## src/rtl/opfetch_pkg.sv

```systemverilog
// Shared CPU constants for the operand-fetch stage.
// Holds register index / data / opcode widths, the ALU opcode encoding,
// and a helper that turns a register index into a scoreboard mask.
package opfetch_pkg;

    localparam int unsigned REG_W    = 5;
    localparam int unsigned DATA_W   = 32;
    localparam int unsigned OP_W     = 5;
    localparam int unsigned NUM_REGS = 32;

    typedef logic [REG_W-1:0]    reg_idx_t;
    typedef logic [DATA_W-1:0]   data_t;
    typedef logic [OP_W-1:0]     op_t;
    typedef logic [NUM_REGS-1:0] reg_mask_t;

    typedef enum logic [OP_W-1:0] {
        ALU_ADD  = 5'd0,
        ALU_SUB  = 5'd1,
        ALU_AND  = 5'd2,
        ALU_OR   = 5'd3,
        ALU_XOR  = 5'd4,
        ALU_SLL  = 5'd5,
        ALU_SRL  = 5'd6,
        ALU_SRA  = 5'd7,
        ALU_SLT  = 5'd8,
        ALU_SLTU = 5'd9
    } alu_op_e;

    // One-hot mask for a register; r0 maps to an empty mask so it can
    // never become pending.
    function automatic reg_mask_t reg_mask(input reg_idx_t idx);
        reg_mask = (idx == '0) ? '0 : (reg_mask_t'(1) << idx);
    endfunction

endpackage

```

## src/rtl/opfetch_if.sv

```systemverilog
// Bus interfaces for the operand-fetch stage.
//   opfetch_if    : decode -> opfetch instruction handshake (in_*) and
//                   opfetch -> ALU operand handshake (out_* / alu_*).
//                   master = decode/ALU side, slave = opfetch.
//   opfetch_wb_if : ALU result writeback (valid, rd, data).
//                   master = writeback source, slave = opfetch.
interface opfetch_if;
    import opfetch_pkg::*;

    logic     in_valid;
    logic     in_ready;
    reg_idx_t in_rs;
    reg_idx_t in_rt;
    reg_idx_t in_rd;
    data_t    in_imm;
    logic     in_use_imm;
    op_t      in_op;

    logic     out_valid;
    logic     out_ready;
    data_t    alu_left;
    data_t    alu_right;
    op_t      alu_op;
    reg_idx_t out_rd;

    modport master (
        output in_valid, in_rs, in_rt, in_rd, in_imm, in_use_imm, in_op,
        input  in_ready,
        input  out_valid, alu_left, alu_right, alu_op, out_rd,
        output out_ready
    );

    modport slave (
        input  in_valid, in_rs, in_rt, in_rd, in_imm, in_use_imm, in_op,
        output in_ready,
        output out_valid, alu_left, alu_right, alu_op, out_rd,
        input  out_ready
    );
endinterface

interface opfetch_wb_if;
    import opfetch_pkg::*;

    logic     valid;
    reg_idx_t rd;
    data_t    data;

    modport master (output valid, rd, data);
    modport slave  (input  valid, rd, data);
endinterface

```

## src/rtl/opfetch_regfile.sv

```systemverilog
// 32x32 register file with two read ports and one write port.
// Ports:
//   clk, rst          : clock, synchronous active-high reset
//   rs_idx / rs_data  : read port A
//   rt_idx / rt_data  : read port B
//   wr_en, wr_idx,
//   wr_data           : write port (writes to r0 are dropped)
// r0 always reads 0. A read of the register being written in the same
// cycle returns the write data (write-through bypass).
module opfetch_regfile
    import opfetch_pkg::*;
#(
    parameter int unsigned ZERO_REGS = 1
) (
    input  logic     clk,
    input  logic     rst,
    input  reg_idx_t rs_idx,
    output data_t    rs_data,
    input  reg_idx_t rt_idx,
    output data_t    rt_data,
    input  logic     wr_en,
    input  reg_idx_t wr_idx,
    input  data_t    wr_data
);

    data_t regs [NUM_REGS];

    always_ff @(posedge clk) begin
        if (rst) begin
            // Writes are ignored during reset whether or not contents clear.
            if (ZERO_REGS != 0) begin
                for (int unsigned i = 0; i < NUM_REGS; i++) begin
                    regs[i] <= '0;
                end
            end
        end else if (wr_en && wr_idx != '0) begin
            regs[wr_idx] <= wr_data;
        end
    end

    always_comb begin
        rs_data = regs[rs_idx];
        if (rs_idx == '0) begin
            rs_data = '0;
        end else if (wr_en && wr_idx == rs_idx) begin
            rs_data = wr_data;
        end
    end

    always_comb begin
        rt_data = regs[rt_idx];
        if (rt_idx == '0) begin
            rt_data = '0;
        end else if (wr_en && wr_idx == rt_idx) begin
            rt_data = wr_data;
        end
    end

endmodule

```

## src/rtl/opfetch.sv

```systemverilog
// Operand-fetch pipeline stage.
// Accepts an instruction from decode, reads its operands from the
// register file (with writeback bypass), and presents them to the ALU
// through a one-entry output register. A 32-bit scoreboard marks
// registers with an outstanding result and stalls RAW/WAW hazards.
// Ports:
//   clk, rst : clock, synchronous active-high reset
//   fe       : opfetch_if.slave  (decode handshake in, ALU handshake out)
//   wb       : opfetch_wb_if.slave (ALU result writeback)
module opfetch
    import opfetch_pkg::*;
#(
    parameter int unsigned ZERO_REGS = 1
) (
    input logic          clk,
    input logic          rst,
    opfetch_if.slave     fe,
    opfetch_wb_if.slave  wb
);

    reg_mask_t pending;
    reg_mask_t pend_now;
    reg_mask_t clr_mask;
    reg_mask_t set_mask;
    logic      hazard;
    logic      in_ready;
    logic      accept;
    logic      wr_en;

    data_t     rs_data;
    data_t     rt_data;

    logic      valid_q;
    data_t     left_q;
    data_t     right_q;
    op_t       op_q;
    reg_idx_t  rd_q;

    assign wr_en = wb.valid & ~rst;

    opfetch_regfile #(
        .ZERO_REGS (ZERO_REGS)
    ) u_regfile (
        .clk     (clk),
        .rst     (rst),
        .rs_idx  (fe.in_rs),
        .rs_data (rs_data),
        .rt_idx  (fe.in_rt),
        .rt_data (rt_data),
        .wr_en   (wr_en),
        .wr_idx  (wb.rd),
        .wr_data (wb.data)
    );

    // A result arriving this cycle already resolves its hazard.
    always_comb begin
        clr_mask = '0;
        if (wb.valid) begin
            clr_mask = reg_mask(wb.rd);
        end
        pend_now = pending & ~clr_mask;
        hazard   = pend_now[fe.in_rs]
                 | (~fe.in_use_imm & pend_now[fe.in_rt])
                 | ((fe.in_rd != '0) & pend_now[fe.in_rd]);
    end

    assign in_ready = (~valid_q | fe.out_ready) & ~hazard & ~rst;
    assign accept   = fe.in_valid & in_ready;
    assign set_mask = accept ? reg_mask(fe.in_rd) : '0;

    // Set is applied after clear so a same-cycle issue to the register
    // being written back leaves it pending.
    always_ff @(posedge clk) begin
        if (rst) begin
            pending <= '0;
        end else begin
            pending <= (pending & ~clr_mask) | set_mask;
        end
    end

    always_ff @(posedge clk) begin
        if (rst) begin
            valid_q <= 1'b0;
            left_q  <= '0;
            right_q <= '0;
            op_q    <= '0;
            rd_q    <= '0;
        end else if (accept) begin
            valid_q <= 1'b1;
            left_q  <= rs_data;
            right_q <= fe.in_use_imm ? fe.in_imm : rt_data;
            op_q    <= fe.in_op;
            rd_q    <= fe.in_rd;
        end else if (fe.out_ready) begin
            valid_q <= 1'b0;
        end
    end

    assign fe.in_ready  = in_ready;
    assign fe.out_valid = valid_q;
    assign fe.alu_left  = left_q;
    assign fe.alu_right = right_q;
    assign fe.alu_op    = op_q;
    assign fe.out_rd    = rd_q;

endmodule

```

## src/flat_wrapper.sv

```systemverilog
// flat-port wrapper written by rule: the top's interface ports become plain ports
module opfetch_flat import opfetch_pkg::*;
#(
    parameter int unsigned ZERO_REGS = 1
)
  (clk, rst, fe_in_valid, fe_in_rs, fe_in_rt, fe_in_rd, fe_in_imm, fe_in_use_imm, fe_in_op, fe_in_ready, fe_out_valid, fe_alu_left, fe_alu_right, fe_alu_op, fe_out_rd, fe_out_ready, wb_valid, wb_rd, wb_data);
  opfetch_if fe_i ();
  opfetch_wb_if wb_i ();
  input logic clk;
  input logic rst;
  input wire logic [$bits(fe_i.in_valid)-1:0] fe_in_valid;
  input wire logic [$bits(fe_i.in_rs)-1:0] fe_in_rs;
  input wire logic [$bits(fe_i.in_rt)-1:0] fe_in_rt;
  input wire logic [$bits(fe_i.in_rd)-1:0] fe_in_rd;
  input wire logic [$bits(fe_i.in_imm)-1:0] fe_in_imm;
  input wire logic [$bits(fe_i.in_use_imm)-1:0] fe_in_use_imm;
  input wire logic [$bits(fe_i.in_op)-1:0] fe_in_op;
  output wire logic [$bits(fe_i.in_ready)-1:0] fe_in_ready;
  output wire logic [$bits(fe_i.out_valid)-1:0] fe_out_valid;
  output wire logic [$bits(fe_i.alu_left)-1:0] fe_alu_left;
  output wire logic [$bits(fe_i.alu_right)-1:0] fe_alu_right;
  output wire logic [$bits(fe_i.alu_op)-1:0] fe_alu_op;
  output wire logic [$bits(fe_i.out_rd)-1:0] fe_out_rd;
  input wire logic [$bits(fe_i.out_ready)-1:0] fe_out_ready;
  input wire logic [$bits(wb_i.valid)-1:0] wb_valid;
  input wire logic [$bits(wb_i.rd)-1:0] wb_rd;
  input wire logic [$bits(wb_i.data)-1:0] wb_data;
  assign fe_i.in_valid = fe_in_valid;
  assign fe_i.in_rs = fe_in_rs;
  assign fe_i.in_rt = fe_in_rt;
  assign fe_i.in_rd = fe_in_rd;
  assign fe_i.in_imm = fe_in_imm;
  assign fe_i.in_use_imm = fe_in_use_imm;
  assign fe_i.in_op = fe_in_op;
  assign fe_in_ready = fe_i.in_ready;
  assign fe_out_valid = fe_i.out_valid;
  assign fe_alu_left = fe_i.alu_left;
  assign fe_alu_right = fe_i.alu_right;
  assign fe_alu_op = fe_i.alu_op;
  assign fe_out_rd = fe_i.out_rd;
  assign fe_i.out_ready = fe_out_ready;
  assign wb_i.valid = wb_valid;
  assign wb_i.rd = wb_rd;
  assign wb_i.data = wb_data;
  opfetch #(.ZERO_REGS(ZERO_REGS)) u_core (.clk(clk), .rst(rst), .fe(fe_i), .wb(wb_i));
endmodule
```

## config.mk

```make
export PLATFORM = sky130hd
export DESIGN_NAME = opfetch_flat
export DESIGN_NICKNAME = d
export VERILOG_FILES = /design/src/rtl/opfetch_pkg.sv /design/src/rtl/opfetch_if.sv /design/src/rtl/opfetch_regfile.sv /design/src/rtl/opfetch.sv /design/src/flat_wrapper.sv
export SDC_FILE = /design/constraint.sdc
export NUM_CORES = 2
export LEC_CHECK = 0
export CAP_MARGIN = 15
export CORE_ASPECT_RATIO = 2
export CORE_UTILIZATION = 45
export CTS_BUF_LIST = sky130_fd_sc_hd__clkbuf_8
export CTS_CLUSTER_SIZE = 40
export DETAILED_ROUTE_END_ITERATION = 7
export PLACE_DENSITY_LB_ADDON = 0.3
export SYNTH_ARGS = -nofsm -noshare
export SYNTH_HDL_FRONTEND = slang
export SYNTH_HIERARCHICAL = 1
export SYNTH_SLANG_ARGS = --single-unit
```

## constraint.sdc

```tcl
create_clock -name clk -period 3.95 [get_ports clk]
set_input_delay 0.9875 -clock clk [delete_from_list [all_inputs] [get_ports clk]]
set_output_delay 0.9875 -clock clk [all_outputs]
set_load 0.005 [all_outputs]
```

==> results.md <==
STA:
- The final critical-path setup slack is -0.396 ns.
- The final number of setup-violating endpoints is 1.
- Setup repair after global routing could not meet its margin everywhere.
- Based on the critical path, the design can be clocked at up to around 230 MHz.
- At the pin with the least slew margin, the transition time is 1.07 ns.
- The ratio of final minimum period to clock period is 110%.
- Between clock sinks in the finished design, the worst skew comes to between 0.04 and 0.05 ns.
- The worst slew margin relative to its limit is ~28%.
- The number of hold violations in the final report was 0.
- The number of pins exceeding their max-slew limit in the final report was 0.
- The routed design could run at a clock period as short as around 4.3 ns.
- Across all hold checks on the routed design, the worst slack comes to around 0.47 ns.

CTS:
- The count of clock tree sinks is ~1100.
- TritonCTS built the clock tree.
- In this run the number of H-tree levels came out at 4.
- The clock passes through at most 3 buffers.
- The root buffer cell is sky130_fd_sc_hd__clkbuf_8.
- Counting the buffers created by CTS gives ~160.
- The clock latency on the worst-skew pair is roughly 0.90 ns.
- The clock transition at the registers of the reported paths is 0.07 ns.

Power and ir drop:
- The total power consumption of the routed design is between 20 and 30 mW.
- The cell-internal power is 19.5 mW.
- The part of the power in combinational logic is roughly 15%.
- For this design the ratio of total power to cell area is 380 nW/µm².
- Per report_power, the clock group accounts for 32.9% of the total.
- In this run the power spent charging and discharging nets is 7.22 mW.
- Net switching is a little over a quarter of the power.
- For this design the static power due to leakage is between 20 and 30 nW.
- The maximum VDD drop is 0.353 mV.
- The portion of total power attributed to sequential cells is between 50% and 60%.

GRT:
- Global routing used a little under a third of the available tracks across all layers.
- The global-route wire length before repair is roughly 300 mm.
- Entering global routing, the biggest net connects 177 pins.
- The total congestion overflow is 0.
- The via count of the first global-routing pass came to around 42000.
- The initial antenna violation count is 12.

Detailed routing:
- The first-pass iteration count of the detailed router is 8.
- The detailed router finished its first iteration with 4802 violations.
- In the routed layout, each cell is associated on average with a via count of 6.38.
- Summing over every cut layer, the via total after detailed routing is 41400.
- The wire length after detailed routing is around 210 mm.
- In this run the remaining antenna-violating nets after routing total 0.
- The post-route DRC violation count is 58.
- The detailed-route wire length per cell is about 32 µm.

Run:
- The number of max-capacitance violations reported is 0.

Setup path:
- The master of the slowest instance on the critical path is sky130_fd_sc_hd__or4b_4.
- The arrival time of data at the critical path endpoint is about 3.4 ns.
- The nature of the critical path startpoint is an input port.
- The type of the worst setup path is in -> out.
- The signal on the critical path passes through buf_8 -> or4b_4 -> o21ai_4 -> mux2i_2 -> a221oi_2 -> buf_4 -> nand4b_1 -> a2111oi_4 -> and2_1 -> buf_2.
- The worst register-to-register path has a setup slack of 1.06 ns.
- Measured in cells, the most critical reg-to-reg path has a length of 11.
- The kind of cell adding the most delay to the critical path is simple AND/OR/NAND/NOR gates.
- The number of buffer and inverter stages on the critical path is 3.
- The startpoint of the most critical register-to-register path is u_core/pending[19].
- STA classifies the critical path endpoint as a primary output.
- The capture point of the worst reg-to-reg path is u_core/fe.alu_left[2].
- The data required time of the worst path is a little under 3 ns.
- Along the worst path, the maximum fanout reaches 6.
- In this design, the stage delay of the slowest critical-path cell is about 0.57 ns.

Die:
- In this run the core area contains between 150 and 200 standard-cell rows.
- The die outline height is about 520 µm.
- The floorplan die width is roughly 260 µm.
- The initial utilization of the core area, before any placement, comes to a little under half.
- The core region area is roughly 130000 µm².
- For this design the top-level I/O count stands at between 150 and 200.
- The die covers approximately 140000 µm².

Synthesis:
- The average instance area after synthesis is 14.0 µm².
- The total number of yosys warnings is 6.
- The count of flip-flops with a built-in enable after synthesis is 1024.
- The synthesized design contains around 1100 register bits.
- The sequential-to-total area share from yosys stat is 54.5%.
- The proportion of synthesized flip-flops having asynchronous set or reset is 0%.
- The post-synthesis cell count is between 4000 and 5000.
- Counting distinct cell types in the post-synthesis netlist gives 67.
- The most common flop cell mapped by yosys is sky130_fd_sc_hd__edfxtp_1.
- The cell area that synthesis handed to floorplanning was around 60000 µm².

Worst hold path:
- The depth of the worst hold-timing path is 2.
- The endpoint with the worst hold slack is u_core/fe.alu_right[20].
- The launch instance of the worst min-delay path is u_core/fe.alu_right[20].
- In this run the worst hold path is classified as reg -> reg.

Outcome:
- The final reports fail on design-rule violations, negative setup slack.
- The flow ran to the end, but the final reports show violations.

Place:
- The placer's final routability congestion estimate is roughly 0.96.
- Prior to clock tree synthesis, the placed netlist has a worst setup slack of -1.45 ns.
- Summed over all nets, the half-perimeter wirelength after detailed placement is about 140 mm.
- The quantity of I/O buffers inserted on ports is 170.

Final layout:
- Leaving out fill and tap cells, the most frequent cells in the layout are sky130_fd_sc_hd__edfxtp_1 (1024), sky130_fd_sc_hd__and2_1 (996), sky130_fd_sc_hd__mux4_2 (400), sky130_fd_sc_hd__mux2i_1 (354), sky130_fd_sc_hd__buf_4 (344).
- At the end of the flow, the number of nets in the layout was 4735.
- The most common library cell in the layout ignoring fill and taps is sky130_fd_sc_hd__edfxtp_1.
- The fraction of layout cells with a size suffix above 1 is 25.7%.
- The area overhead of the layout relative to synthesis is 16.3%.
==> synth_stat cells (20+ instances only) <==
| library cell | number | share of area, % |
|---|---|---|
| sky130_fd_sc_hd__mux2i_1 | 355 | 5.9 |
| sky130_fd_sc_hd__clkbuf_1 | 336 | 2.1 |
| sky130_fd_sc_hd__and2_1 | 996 | 10 |
| sky130_fd_sc_hd__a22oi_1 | 133 | 1.7 |
| sky130_fd_sc_hd__nand2b_1 | 46 | 0.48 |
| sky130_fd_sc_hd__nor2b_1 | 48 | 0.50 |
| sky130_fd_sc_hd__edfxtp_1 | 1024 | 51 |
| sky130_fd_sc_hd__a21oi_1 | 82 | 0.68 |
| sky130_fd_sc_hd__mux4_2 | 400 | 15 |
| sky130_fd_sc_hd__buf_4 | 23 | 0.29 |
| sky130_fd_sc_hd__o22ai_1 | 42 | 0.44 |
| sky130_fd_sc_hd__buf_1 | 20 | 0.12 |
| sky130_fd_sc_hd__a2111oi_0 | 25 | 0.36 |
| sky130_fd_sc_hd__or2_2 | 35 | 0.36 |
| sky130_fd_sc_hd__mux2_2 | 44 | 0.82 |
| sky130_fd_sc_hd__o21ai_0 | 37 | 0.31 |
| sky130_fd_sc_hd__o221ai_1 | 42 | 0.61 |
| sky130_fd_sc_hd__nor2_1 | 57 | 0.35 |
| sky130_fd_sc_hd__o32ai_1 | 34 | 0.49 |
| sky130_fd_sc_hd__buf_2 | 78 | 0.65 |
| sky130_fd_sc_hd__a22o_1 | 55 | 0.80 |
| sky130_fd_sc_hd__nand2_1 | 49 | 0.30 |
| sky130_fd_sc_hd__o211ai_1 | 24 | 0.30 |
| sky130_fd_sc_hd__dfxtp_1 | 107 | 3.6 |
==> metal layers <==
metal	global-route usage (%)	up-vias	routed length, µm
met3	5.94	674	18200
met5	0	-	25
met4	18.0	4	13100
li1	-	17200	-
met2	53.5	2421	107000
met1	35.4	21100	71400
==> registers in the layout, indices dropped and copies added (netlist names) <==
signal	flops
u_core/fe.out_rd	5
u_core/fe.alu_op	5
u_core/pending	32
u_core/fe.alu_right	32
u_core/fe.alu_left	32
u_core/u_regfile/regs	1024
u_core/fe.out_valid	1
==> repair_timing <==
action,in CTS,in global routing
buffers inserted,3,0
hold buffers,0,0
setup endpoints to repair,1,1
pin swaps,7,7
resized for setup,39,22
==> worst max path at each step <==
| stage | startpoint | endpoint | slack [ns] | depth (start not counted) |
|---|---|---|---|---|
| after global placement | wb_rd[0] | fe_in_ready | -1.53 | 12 |
| after floorplan | wb_rd[0] | fe_in_ready | 0.003 | 8 |
| after detailed placement | wb_rd[0] | fe_in_ready | -1.45 | 12 |
| after CTS | wb_rd[1] | fe_in_ready | -0.52 | 11 |
| final | wb_rd[2] | fe_in_ready | -0.40 | 10 |
| after global routing | fe_in_rd[0] | fe_in_ready | -0.46 | 10 |
==> logic make-up after synthesis <==
logic type / after synthesis / share of synthesized area, %
buf+inv: 477 / 3.36
other cells: 1 / 0.00622
xor+xnor: 11 / 0.160
simple gates: 1297 / 13.1
compound gates: 579 / 7.24
flops: 1131 / 54.5
mux: 799 / 21.6
==> worst min-delay path, delay by kind of cell (launching register included) <==
kind / cells / cell delay (ns)
flops: 1 / 0.31
mux: 1 / 0.06
simple gates: 1 / 0.06
==> power by group through the flow <==
stage / clock, mW / sequential (mW) / combinational [mW]
2_1_floorplan: 0 / 14.1 / 2.13
3_3_place_gp: 0 / 14.2 / 3.83
3_5_place_dp: 0 / 14.2 / 3.85
4_1_cts: 8.90 / 14.0 / 3.87
5_1_grt: 9.29 / 14.0 / 4.06
6_report: 8.77 / 14.0 / 3.93
==> area by class of cell <==
| class | count | area, µm² |
|---|---|---|
| Clock inverter | 114 | 639 |
| Antenna cell | 4 | 10.0 |
| Sequential cell | 1131 | 32900 |
| Inverter | 13 | 48.8 |
| Clock buffer | 162 | 2230 |
| Multi-Input combinational cell | 2718 | 25800 |
| Timing Repair Buffer | 619 | 6370 |
| Tap cell | 1719 | 2150 |
| Fill cell | 11000 | 62500 |
==> through the flow <==
| step | std cells | TNS (ns) | util (%) | area (µm²) |
|---|---|---|---|---|
| 2_1_floorplan | 4326 | 0 | - | 60400 |
| 3_3_place_gp | 6198 | -85.38 | 50.6 | 67200 |
| 3_5_place_dp | 6198 | -77.60 | 50.6 | 67200 |
| 4_1_cts | 6477 | -0.516 | 52.9 | 70100 |
| 5_1_grt | 6479 | -0.463 | 52.9 | 70200 |
| 6_report | 6480 | -0.396 | 52.9 | 70200 |
No activity file was read; power rests on OpenSTA's default activity.
